**config.mk**
```make
export PLATFORM = sky130hd
export DESIGN_NAME = alu_mc_flat
export DESIGN_NICKNAME = d
export VERILOG_FILES = /design/src/rtl/alu_pkg.sv /design/src/rtl/alu_mc_if.sv /design/src/rtl/alu_mul_seq.sv /design/src/rtl/alu_mc.sv /design/src/flat_wrapper.sv
export SDC_FILE = /design/constraint.sdc
export NUM_CORES = 1
export LEC_CHECK = 0
export ABC_CLOCK_PERIOD_IN_PS = 7900
export CORE_UTILIZATION = 45
export DETAILED_ROUTE_END_ITERATION = 12
export PLACE_DENSITY = 0.66
export SLEW_MARGIN = 20
export SYNTH_ARGS = -nofsm -noshare
export SYNTH_HDL_FRONTEND = slang
export SYNTH_SLANG_ARGS = --single-unit
```
**constraint.sdc**
```tcl
create_clock -name clk_i -period 7.9 [get_ports clk_i]
set_input_delay 0.79 -clock clk_i [delete_from_list [all_inputs] [get_ports clk_i]]
set_output_delay 0.79 -clock clk_i [all_outputs]
set_load 0.01 [all_outputs]
```
**src/rtl/alu_pkg.sv**
```systemverilog
// Shared command encodings, FSM states and flag positions for the handshaked execute-stage ALU.
package alu_pkg;

  localparam logic [3:0] CMD_MOV = 4'b0001;
  localparam logic [3:0] CMD_MVN = 4'b1001;
  localparam logic [3:0] CMD_ADD = 4'b0010;
  localparam logic [3:0] CMD_ADC = 4'b0011;
  localparam logic [3:0] CMD_SUB = 4'b0100;
  localparam logic [3:0] CMD_SBC = 4'b0101;
  localparam logic [3:0] CMD_AND = 4'b0110;
  localparam logic [3:0] CMD_ORR = 4'b0111;
  localparam logic [3:0] CMD_MUL = 4'b1010;
  localparam logic [3:0] CMD_MLA = 4'b1011;

  typedef enum logic {
    ST_IDLE = 1'b0,
    ST_MUL  = 1'b1
  } state_e;

  localparam int unsigned FLAG_N = 3;
  localparam int unsigned FLAG_Z = 2;
  localparam int unsigned FLAG_C = 1;
  localparam int unsigned FLAG_V = 0;

  function automatic logic is_mul_cmd(input logic [3:0] cmd);
    return (cmd == CMD_MUL) || (cmd == CMD_MLA);
  endfunction

endpackage

```
**src/rtl/alu_mc_if.sv**
```systemverilog
// Operand/result handshake bundle between operand fetch, the ALU and the EX/MEM register.
interface alu_mc_if #(
  parameter int unsigned WIDTH = 32
) ();
  logic             in_valid;
  logic             in_ready;
  logic [3:0]       cmd;
  logic [WIDTH-1:0] in1;
  logic [WIDTH-1:0] in2;
  logic [WIDTH-1:0] in3;
  logic             carry_in;
  logic             out_valid;
  logic             out_ready;
  logic [WIDTH-1:0] out;
  logic [3:0]       status;
  logic             busy;

  modport slave (
    input  in_valid, cmd, in1, in2, in3, carry_in, out_ready,
    output in_ready, out_valid, out, status, busy
  );

  modport master (
    output in_valid, cmd, in1, in2, in3, carry_in, out_ready,
    input  in_ready, out_valid, out, status, busy
  );
endinterface

```
**src/rtl/alu_mul_seq.sv**
```systemverilog
// Shift-add multiplier: one partial product per cycle, always exactly WIDTH steps per operation.
module alu_mul_seq #(
  parameter int unsigned WIDTH = 32,
  parameter int unsigned CNT_W = 6
) (
  input  logic             clk_i,
  input  logic             rst_ni,
  input  logic             kill_i,
  input  logic             start_i,
  input  logic             run_i,
  input  logic [WIDTH-1:0] multiplicand_i,
  input  logic [WIDTH-1:0] multiplier_i,
  input  logic [WIDTH-1:0] acc_init_i,
  output logic             done_o,
  output logic [WIDTH-1:0] product_o
);

  localparam logic [CNT_W-1:0] LastCnt = CNT_W'(WIDTH - 1);

  logic [WIDTH-1:0] mcand_q, mcand_d;
  logic [WIDTH-1:0] mplier_q, mplier_d;
  logic [WIDTH-1:0] acc_q, acc_d;
  logic [WIDTH-1:0] acc_step;
  logic [CNT_W-1:0] cnt_q, cnt_d;

  // The final step's sum is presented combinationally so the top can register it on the done edge.
  assign acc_step  = acc_q + (mplier_q[0] ? mcand_q : '0);
  assign done_o    = run_i && (cnt_q == LastCnt);
  assign product_o = acc_step;

  always_comb begin
    mcand_d  = mcand_q;
    mplier_d = mplier_q;
    acc_d    = acc_q;
    cnt_d    = cnt_q;
    if (kill_i) begin
      cnt_d = '0;
    end else if (start_i) begin
      mcand_d  = multiplicand_i;
      mplier_d = multiplier_i;
      acc_d    = acc_init_i;
      cnt_d    = '0;
    end else if (run_i) begin
      acc_d    = acc_step;
      mcand_d  = mcand_q << 1;
      mplier_d = mplier_q >> 1;
      cnt_d    = done_o ? '0 : cnt_q + CNT_W'(1);
    end
  end

  always_ff @(posedge clk_i or negedge rst_ni) begin
    if (!rst_ni) begin
      mcand_q  <= '0;
      mplier_q <= '0;
      acc_q    <= '0;
      cnt_q    <= '0;
    end else begin
      mcand_q  <= mcand_d;
      mplier_q <= mplier_d;
      acc_q    <= acc_d;
      cnt_q    <= cnt_d;
    end
  end

endmodule

```
**src/rtl/alu_mc.sv**
```systemverilog
// Execute-stage ALU: single-cycle base ops, WIDTH-cycle MUL/MLA, result held until consumed.
module alu_mc
  import alu_pkg::*;
#(
  parameter int unsigned WIDTH = 32,
  parameter int unsigned CNT_W = 6
) (
  input  logic      clk_i,
  input  logic      rst_ni,
  input  logic      flush_i,
  alu_mc_if.slave   bus_io
);

  state_e           state_q, state_d;
  logic             out_valid_q, out_valid_d;
  logic [WIDTH-1:0] out_q, out_d;
  logic [3:0]       status_q, status_d;

  logic             in_ready;
  logic             accept;
  logic             mul_start;
  logic             mul_done;
  logic [WIDTH-1:0] mul_product;

  logic [WIDTH:0]   ext_a, ext_b, sum;
  logic [WIDTH-1:0] alu_res;
  logic             is_add, is_sub;
  logic [3:0]       alu_status, mul_status;

  // Reset gating keeps in_ready low while the block is held in reset.
  assign in_ready = rst_ni && (state_q == ST_IDLE) && (!out_valid_q || bus_io.out_ready) &&
                    !flush_i;
  assign accept   = bus_io.in_valid && in_ready;

  assign ext_a = {1'b0, bus_io.in1};
  assign ext_b = {1'b0, bus_io.in2};

  always_comb begin
    alu_res = '0;
    sum     = '0;
    is_add  = 1'b0;
    is_sub  = 1'b0;
    case (bus_io.cmd)
      CMD_MOV: alu_res = bus_io.in2;
      CMD_MVN: alu_res = ~bus_io.in2;
      CMD_ADD: begin
        sum    = ext_a + ext_b;
        is_add = 1'b1;
      end
      CMD_ADC: begin
        sum    = ext_a + ext_b + {{WIDTH{1'b0}}, bus_io.carry_in};
        is_add = 1'b1;
      end
      CMD_SUB: begin
        sum    = ext_a - ext_b;
        is_sub = 1'b1;
      end
      CMD_SBC: begin
        sum    = ext_a - ext_b - {{WIDTH{1'b0}}, ~bus_io.carry_in};
        is_sub = 1'b1;
      end
      CMD_AND: alu_res = bus_io.in1 & bus_io.in2;
      CMD_ORR: alu_res = bus_io.in1 | bus_io.in2;
      default: alu_res = bus_io.in1 ^ bus_io.in2;
    endcase
    if (is_add || is_sub) alu_res = sum[WIDTH-1:0];
  end

  always_comb begin
    alu_status         = '0;
    alu_status[FLAG_N] = alu_res[WIDTH-1];
    alu_status[FLAG_Z] = (alu_res == '0);
    alu_status[FLAG_C] = (is_add || is_sub) && sum[WIDTH];
    alu_status[FLAG_V] = (is_add && (bus_io.in1[WIDTH-1] == bus_io.in2[WIDTH-1]) &&
                          (alu_res[WIDTH-1] != bus_io.in1[WIDTH-1])) ||
                         (is_sub && (bus_io.in1[WIDTH-1] != bus_io.in2[WIDTH-1]) &&
                          (alu_res[WIDTH-1] == bus_io.in2[WIDTH-1]));
    mul_status         = '0;
    mul_status[FLAG_N] = mul_product[WIDTH-1];
    mul_status[FLAG_Z] = (mul_product == '0);
  end

  alu_mul_seq #(
    .WIDTH (WIDTH),
    .CNT_W (CNT_W)
  ) u_mul_seq (
    .clk_i          (clk_i),
    .rst_ni         (rst_ni),
    .kill_i         (flush_i),
    .start_i        (mul_start),
    .run_i          (state_q == ST_MUL),
    .multiplicand_i (bus_io.in1),
    .multiplier_i   (bus_io.in2),
    .acc_init_i     ((bus_io.cmd == CMD_MLA) ? bus_io.in3 : '0),
    .done_o         (mul_done),
    .product_o      (mul_product)
  );

  always_comb begin
    state_d     = state_q;
    out_valid_d = out_valid_q;
    out_d       = out_q;
    status_d    = status_q;
    mul_start   = 1'b0;
    if (flush_i) begin
      state_d     = ST_IDLE;
      out_valid_d = 1'b0;
    end else begin
      if (out_valid_q && bus_io.out_ready) out_valid_d = 1'b0;
      if ((state_q == ST_MUL) && mul_done) begin
        out_d       = mul_product;
        status_d    = mul_status;
        out_valid_d = 1'b1;
        state_d     = ST_IDLE;
      end
      if (accept) begin
        if (is_mul_cmd(bus_io.cmd)) begin
          state_d   = ST_MUL;
          mul_start = 1'b1;
        end else begin
          out_d       = alu_res;
          status_d    = alu_status;
          out_valid_d = 1'b1;
        end
      end
    end
  end

  always_ff @(posedge clk_i or negedge rst_ni) begin
    if (!rst_ni) begin
      state_q     <= ST_IDLE;
      out_valid_q <= 1'b0;
      out_q       <= '0;
      status_q    <= '0;
    end else begin
      state_q     <= state_d;
      out_valid_q <= out_valid_d;
      out_q       <= out_d;
      status_q    <= status_d;
    end
  end

  assign bus_io.in_ready  = in_ready;
  assign bus_io.out_valid = out_valid_q;
  assign bus_io.out       = out_q;
  assign bus_io.status    = status_q;
  assign bus_io.busy      = (state_q == ST_MUL);

endmodule

```
**src/flat_wrapper.sv**
```systemverilog
// flat-port wrapper written by rule: the top's interface ports become plain ports
module alu_mc_flat import alu_pkg::*;
#(
  parameter int unsigned WIDTH = 32,
  parameter int unsigned CNT_W = 6
)
  (clk_i, rst_ni, flush_i, bus_io_in_valid, bus_io_cmd, bus_io_in1, bus_io_in2, bus_io_in3, bus_io_carry_in, bus_io_out_ready, bus_io_in_ready, bus_io_out_valid, bus_io_out, bus_io_status, bus_io_busy);
  alu_mc_if #(.WIDTH(WIDTH)) bus_io_i ();
  input  logic clk_i;
  input  logic rst_ni;
  input  logic flush_i;
  input wire logic [$bits(bus_io_i.in_valid)-1:0] bus_io_in_valid;
  input wire logic [$bits(bus_io_i.cmd)-1:0] bus_io_cmd;
  input wire logic [$bits(bus_io_i.in1)-1:0] bus_io_in1;
  input wire logic [$bits(bus_io_i.in2)-1:0] bus_io_in2;
  input wire logic [$bits(bus_io_i.in3)-1:0] bus_io_in3;
  input wire logic [$bits(bus_io_i.carry_in)-1:0] bus_io_carry_in;
  input wire logic [$bits(bus_io_i.out_ready)-1:0] bus_io_out_ready;
  output wire logic [$bits(bus_io_i.in_ready)-1:0] bus_io_in_ready;
  output wire logic [$bits(bus_io_i.out_valid)-1:0] bus_io_out_valid;
  output wire logic [$bits(bus_io_i.out)-1:0] bus_io_out;
  output wire logic [$bits(bus_io_i.status)-1:0] bus_io_status;
  output wire logic [$bits(bus_io_i.busy)-1:0] bus_io_busy;
  assign bus_io_i.in_valid = bus_io_in_valid;
  assign bus_io_i.cmd = bus_io_cmd;
  assign bus_io_i.in1 = bus_io_in1;
  assign bus_io_i.in2 = bus_io_in2;
  assign bus_io_i.in3 = bus_io_in3;
  assign bus_io_i.carry_in = bus_io_carry_in;
  assign bus_io_i.out_ready = bus_io_out_ready;
  assign bus_io_in_ready = bus_io_i.in_ready;
  assign bus_io_out_valid = bus_io_i.out_valid;
  assign bus_io_out = bus_io_i.out;
  assign bus_io_status = bus_io_i.status;
  assign bus_io_busy = bus_io_i.busy;
  alu_mc #(.WIDTH(WIDTH), .CNT_W(CNT_W)) u_core (.clk_i(clk_i), .rst_ni(rst_ni), .flush_i(flush_i), .bus_io(bus_io_i));
endmodule
```
==> impl_metrics.env <==
export IMPL_async_reset_ff_share_pct=100
export IMPL_p_leak_nw=8.06
export IMPL_hold_class="in2async"
export IMPL_final_max_slew_violation_count=0
export IMPL_cts_root_buf="clkbuf_16"
export IMPL_worstPathRequired_ns=8.33
export IMPL_dieArea_sq_um=38900
export IMPL_finalClockSkew_ns=0.0141
export IMPL_cts_tree="built"
export IMPL_synth_edf_count=0
export IMPL_cpMaxStageDelayCell="nor4_1"
export IMPL_clk_pin_slew_ns=0.07
export IMPL_startpoint_type="input pin"
export IMPL_path_cells="clkdlybuf4s50_1 > ha_1 > inv_1 > fa_1 > nand2b_1 > a21oi_2 > o21ai_1 > and3_1 > or4_1 > or3_1 > nor4_1 > nand3_1 > xor2_1 > o211ai_1 > nor4_1 > and4_1 > a31o_1"
export IMPL_wire_per_inst_um=24.7
export IMPL_htreeDepth=4
export IMPL_power_total_mw=4.42
export IMPL_cts_sinks=140
export IMPL_rows=71
export IMPL_register_area_sq_um=3500
export IMPL_grt_max_degree=154
export IMPL_grt_overflow_total=0
export IMPL_track_usage_pct=37.0
export IMPL_n_fill_cell=3787
export IMPL_ys_ff_latch=140
export IMPL_placed_area_sq_um=18900
export IMPL_drt_total_wl_mm=72.1
export IMPL_worstMarginPinSlew_ns=1.14
export IMPL_max_stage_delay_ns=0.69
export IMPL_critPathKind="in2reg"
export IMPL_ir_drop_v=0.000174
export IMPL_finalCriticalPeriod_ns=5.98
export IMPL_die_y_um=197
export IMPL_synthCells=2355
export IMPL_synth_nets=2596
export IMPL_yosys_top_cells_area="dfrtp_1 20%, ha_1 9.6%, nand2_1 6.4%, nor2_1 4.8%, xnor2_1 4.6%"
export IMPL_yosysTopAreaCell="dfrtp_1"
export IMPL_crit_fanout=7
export IMPL_via_per_inst=6.50
export IMPL_fmax_mhz=167
export IMPL_ys_types=102
export IMPL_endpoint_kind="flop"
export IMPL_drv_cap=0
export IMPL_final_nets=2639
export IMPL_synth_common_cells="292 x nand2_1, 217 x nor2_1, 142 x a21oi_1"
export IMPL_dr_pass1_iters=6
export IMPL_clk_latency_ns=0.49
export IMPL_grt_pass1_wl_mm=108
export IMPL_io_buffers=144
export IMPL_multi_input_area_sq_um=12600
export IMPL_hpwlAfterDp_mm=54.3
export IMPL_gp_congestion=0.992
export IMPL_drc=0
export IMPL_final_cell_area_sq_um=19500
export IMPL_drt_iter0_drc=2021
export IMPL_antenna_found_initial=2
export IMPL_tns_ns=0
export IMPL_synth_area_sq_um=17100
export IMPL_ys_seq_area_share_pct=20.5
export IMPL_antenna_diode_count=0
export IMPL_ys_warn_count=0
export IMPL_start_util_pct=45.6
export IMPL_synth_top_cell_area_share_pct=20.5
export IMPL_grt_pass1_vias=17681
export IMPL_fp_dieW_um=197
export IMPL_syn_mean_instance_area_sq_um=7.27
export IMPL_postCtsHoldBufs=0
export IMPL_synthFlopType="dfrtp_1"
export IMPL_cts_setup_buffers=0
export IMPL_dr_total_vias=18988
export IMPL_period_share_pct=75.7
export IMPL_cp_common_cell="nor4_1"
export IMPL_syn_to_final_growth_pct=13.8
export IMPL_clockBufferDepth=2
export IMPL_hold_viol_final=0
export IMPL_cts_inserted_buffers=17
export IMPL_post_cts_resized=0
export IMPL_status="finished clean"
export IMPL_synth_most_common_cell="nand2_1"
export IMPL_coreArea_sq_um=37600
export IMPL_slew_headroom_pct=23.5
export IMPL_startpoint="bus_io_in2[0]"
export IMPL_ant_nets=0
export IMPL_r2r_start="u_core.u_mul_seq.mplier_q[0]"
export IMPL_timing_hold_ws_ns=0.338
export IMPL_rsz0062_at_grt="false"
export IMPL_ios=145
export IMPL_layout_drive_gt1_share_pct=5.06
export IMPL_finalSetupViolCount=0
export IMPL_powerDensity_nw_per_um2=227
export IMPL_cp_arrival_ns=6.41
==> routing by layer <==
layer / vias up / wire length (um) / track usage [%]
li1: 8725 / - / -
met1: 9231 / 32200 / 51.8
met2: 925 / 31600 / 57.2
met3: 103 / 6600 / 7.44
met4: 4 / 1630 / 10.8
met5: - / 23 / 0
==> path summary, 6_finish.rpt <==
| check | to | slack, ns | cells past startpoint |
|---|---|---|---|
| worst min-delay path | u_core.u_mul_seq.acc_q[2] | 0.34 | 1 |
| max in group asynchronous | u_core.u_mul_seq.mplier_q[31] | 6.16 | 2 |
| worst min register to register | u_core.bus_io.out[13] | 0.49 | 1 |
| min in group clk_i | u_core.bus_io.out[13] | 0.49 | 1 |
| worst max register to register | u_core.bus_io.status[2] | 3.16 | 17 |
| worst max-delay path | u_core.bus_io.status[2] | 1.92 | 17 |
==> cell usage in the layout, fill, tap and decap left out, types with 15 or more instances in the layout <==
cell / count
xor2_1: 38
nor3_1: 53
nor2b_1: 34
o21ai_0: 133
a211oi_1: 18
ha_1: 132
o211ai_1: 28
inv_1: 113
clkbuf_16: 17
xnor2_1: 89
a21o_1: 33
nor4_1: 38
o21ai_1: 18
o22ai_1: 29
clkdlybuf4s50_1: 141
a22oi_1: 37
and3_1: 32
buf_4: 28
nand2_1: 292
nand3_1: 62
dfrtp_1: 140
a21oi_1: 141
nand4_1: 33
a221oi_1: 15
or3_1: 18
a31oi_1: 94
and2_1: 42
nand2b_1: 21
o31ai_1: 21
nor2_1: 215
o21a_1: 15
==> metrics by stage <==
step,utilization (%),worst slack [ns],cells
after floorplan,-,3.17,2355
after global placement,50.2,1.32,2890
after detailed placement,50.2,1.56,2890
after CTS,51.9,2.04,2922
after global routing,51.9,1.61,2922
final,51.9,1.92,2922
==> area by class of cell <==
cell class / instances / area share [%]
Multi-Input combinational cell: 1950 / 64.8
Sequential cell: 140 / 18.0
Timing Repair Buffer: 173 / 8.53
Tap cell: 511 / 3.28
Inverter: 116 / 2.23
Clock buffer: 17 / 2.18
Clock inverter: 15 / 0.995
==> power by group <==
group / internal (mW) / switching (mW) / leakage, nW
clock: 0.481 / 0.417 / 0.297
combinational: 0.953 / 1.45 / 6.07
sequential: 0.940 / 0.170 / 1.70
total: 2.37 / 2.04 / 8.06
==> state kept, by name, indices dropped and copies added (netlist names) <==
register	cells
u_core.u_mul_seq.mcand_q	32
u_core.u_mul_seq.mplier_q	32
u_core.bus_io.status	4
u_core.u_mul_seq.acc_q	32
u_core.u_mul_seq.cnt_q	6
u_core.bus_io.out	32
u_core.bus_io.busy	1
u_core.bus_io.out_valid	1
==> critical path: cells and delay by family <==
family	cells	cell delay, ns
and+or+nand+nor	8	3.16
adders and majority gates	2	0.76
AOI/OAI and AO/OA	4	0.85
buffers and inverters	2	0.64
xor gates and xnor gates	1	0.19
==> logic make-up (layout without fill, tap and decap cells) <==
| kind of cell | Yosys count | in the layout | share of synthesized area [%] |
|---|---|---|---|
| multiplexers | 11 | 11 | 0.657 |
| adder cells (fa/ha/maj) | 135 | 135 | 9.99 |
| flip-flops | 140 | 140 | 20.5 |
| XOR/XNOR | 127 | 127 | 6.49 |
| AO/OA/AOI/OAI | 747 | 747 | 29.4 |
| AND/OR/NAND/NOR | 930 | 930 | 27.0 |
| buffers and inverters | 265 | 321 | 6.03 |
Power figures use the tool's default switching activity.
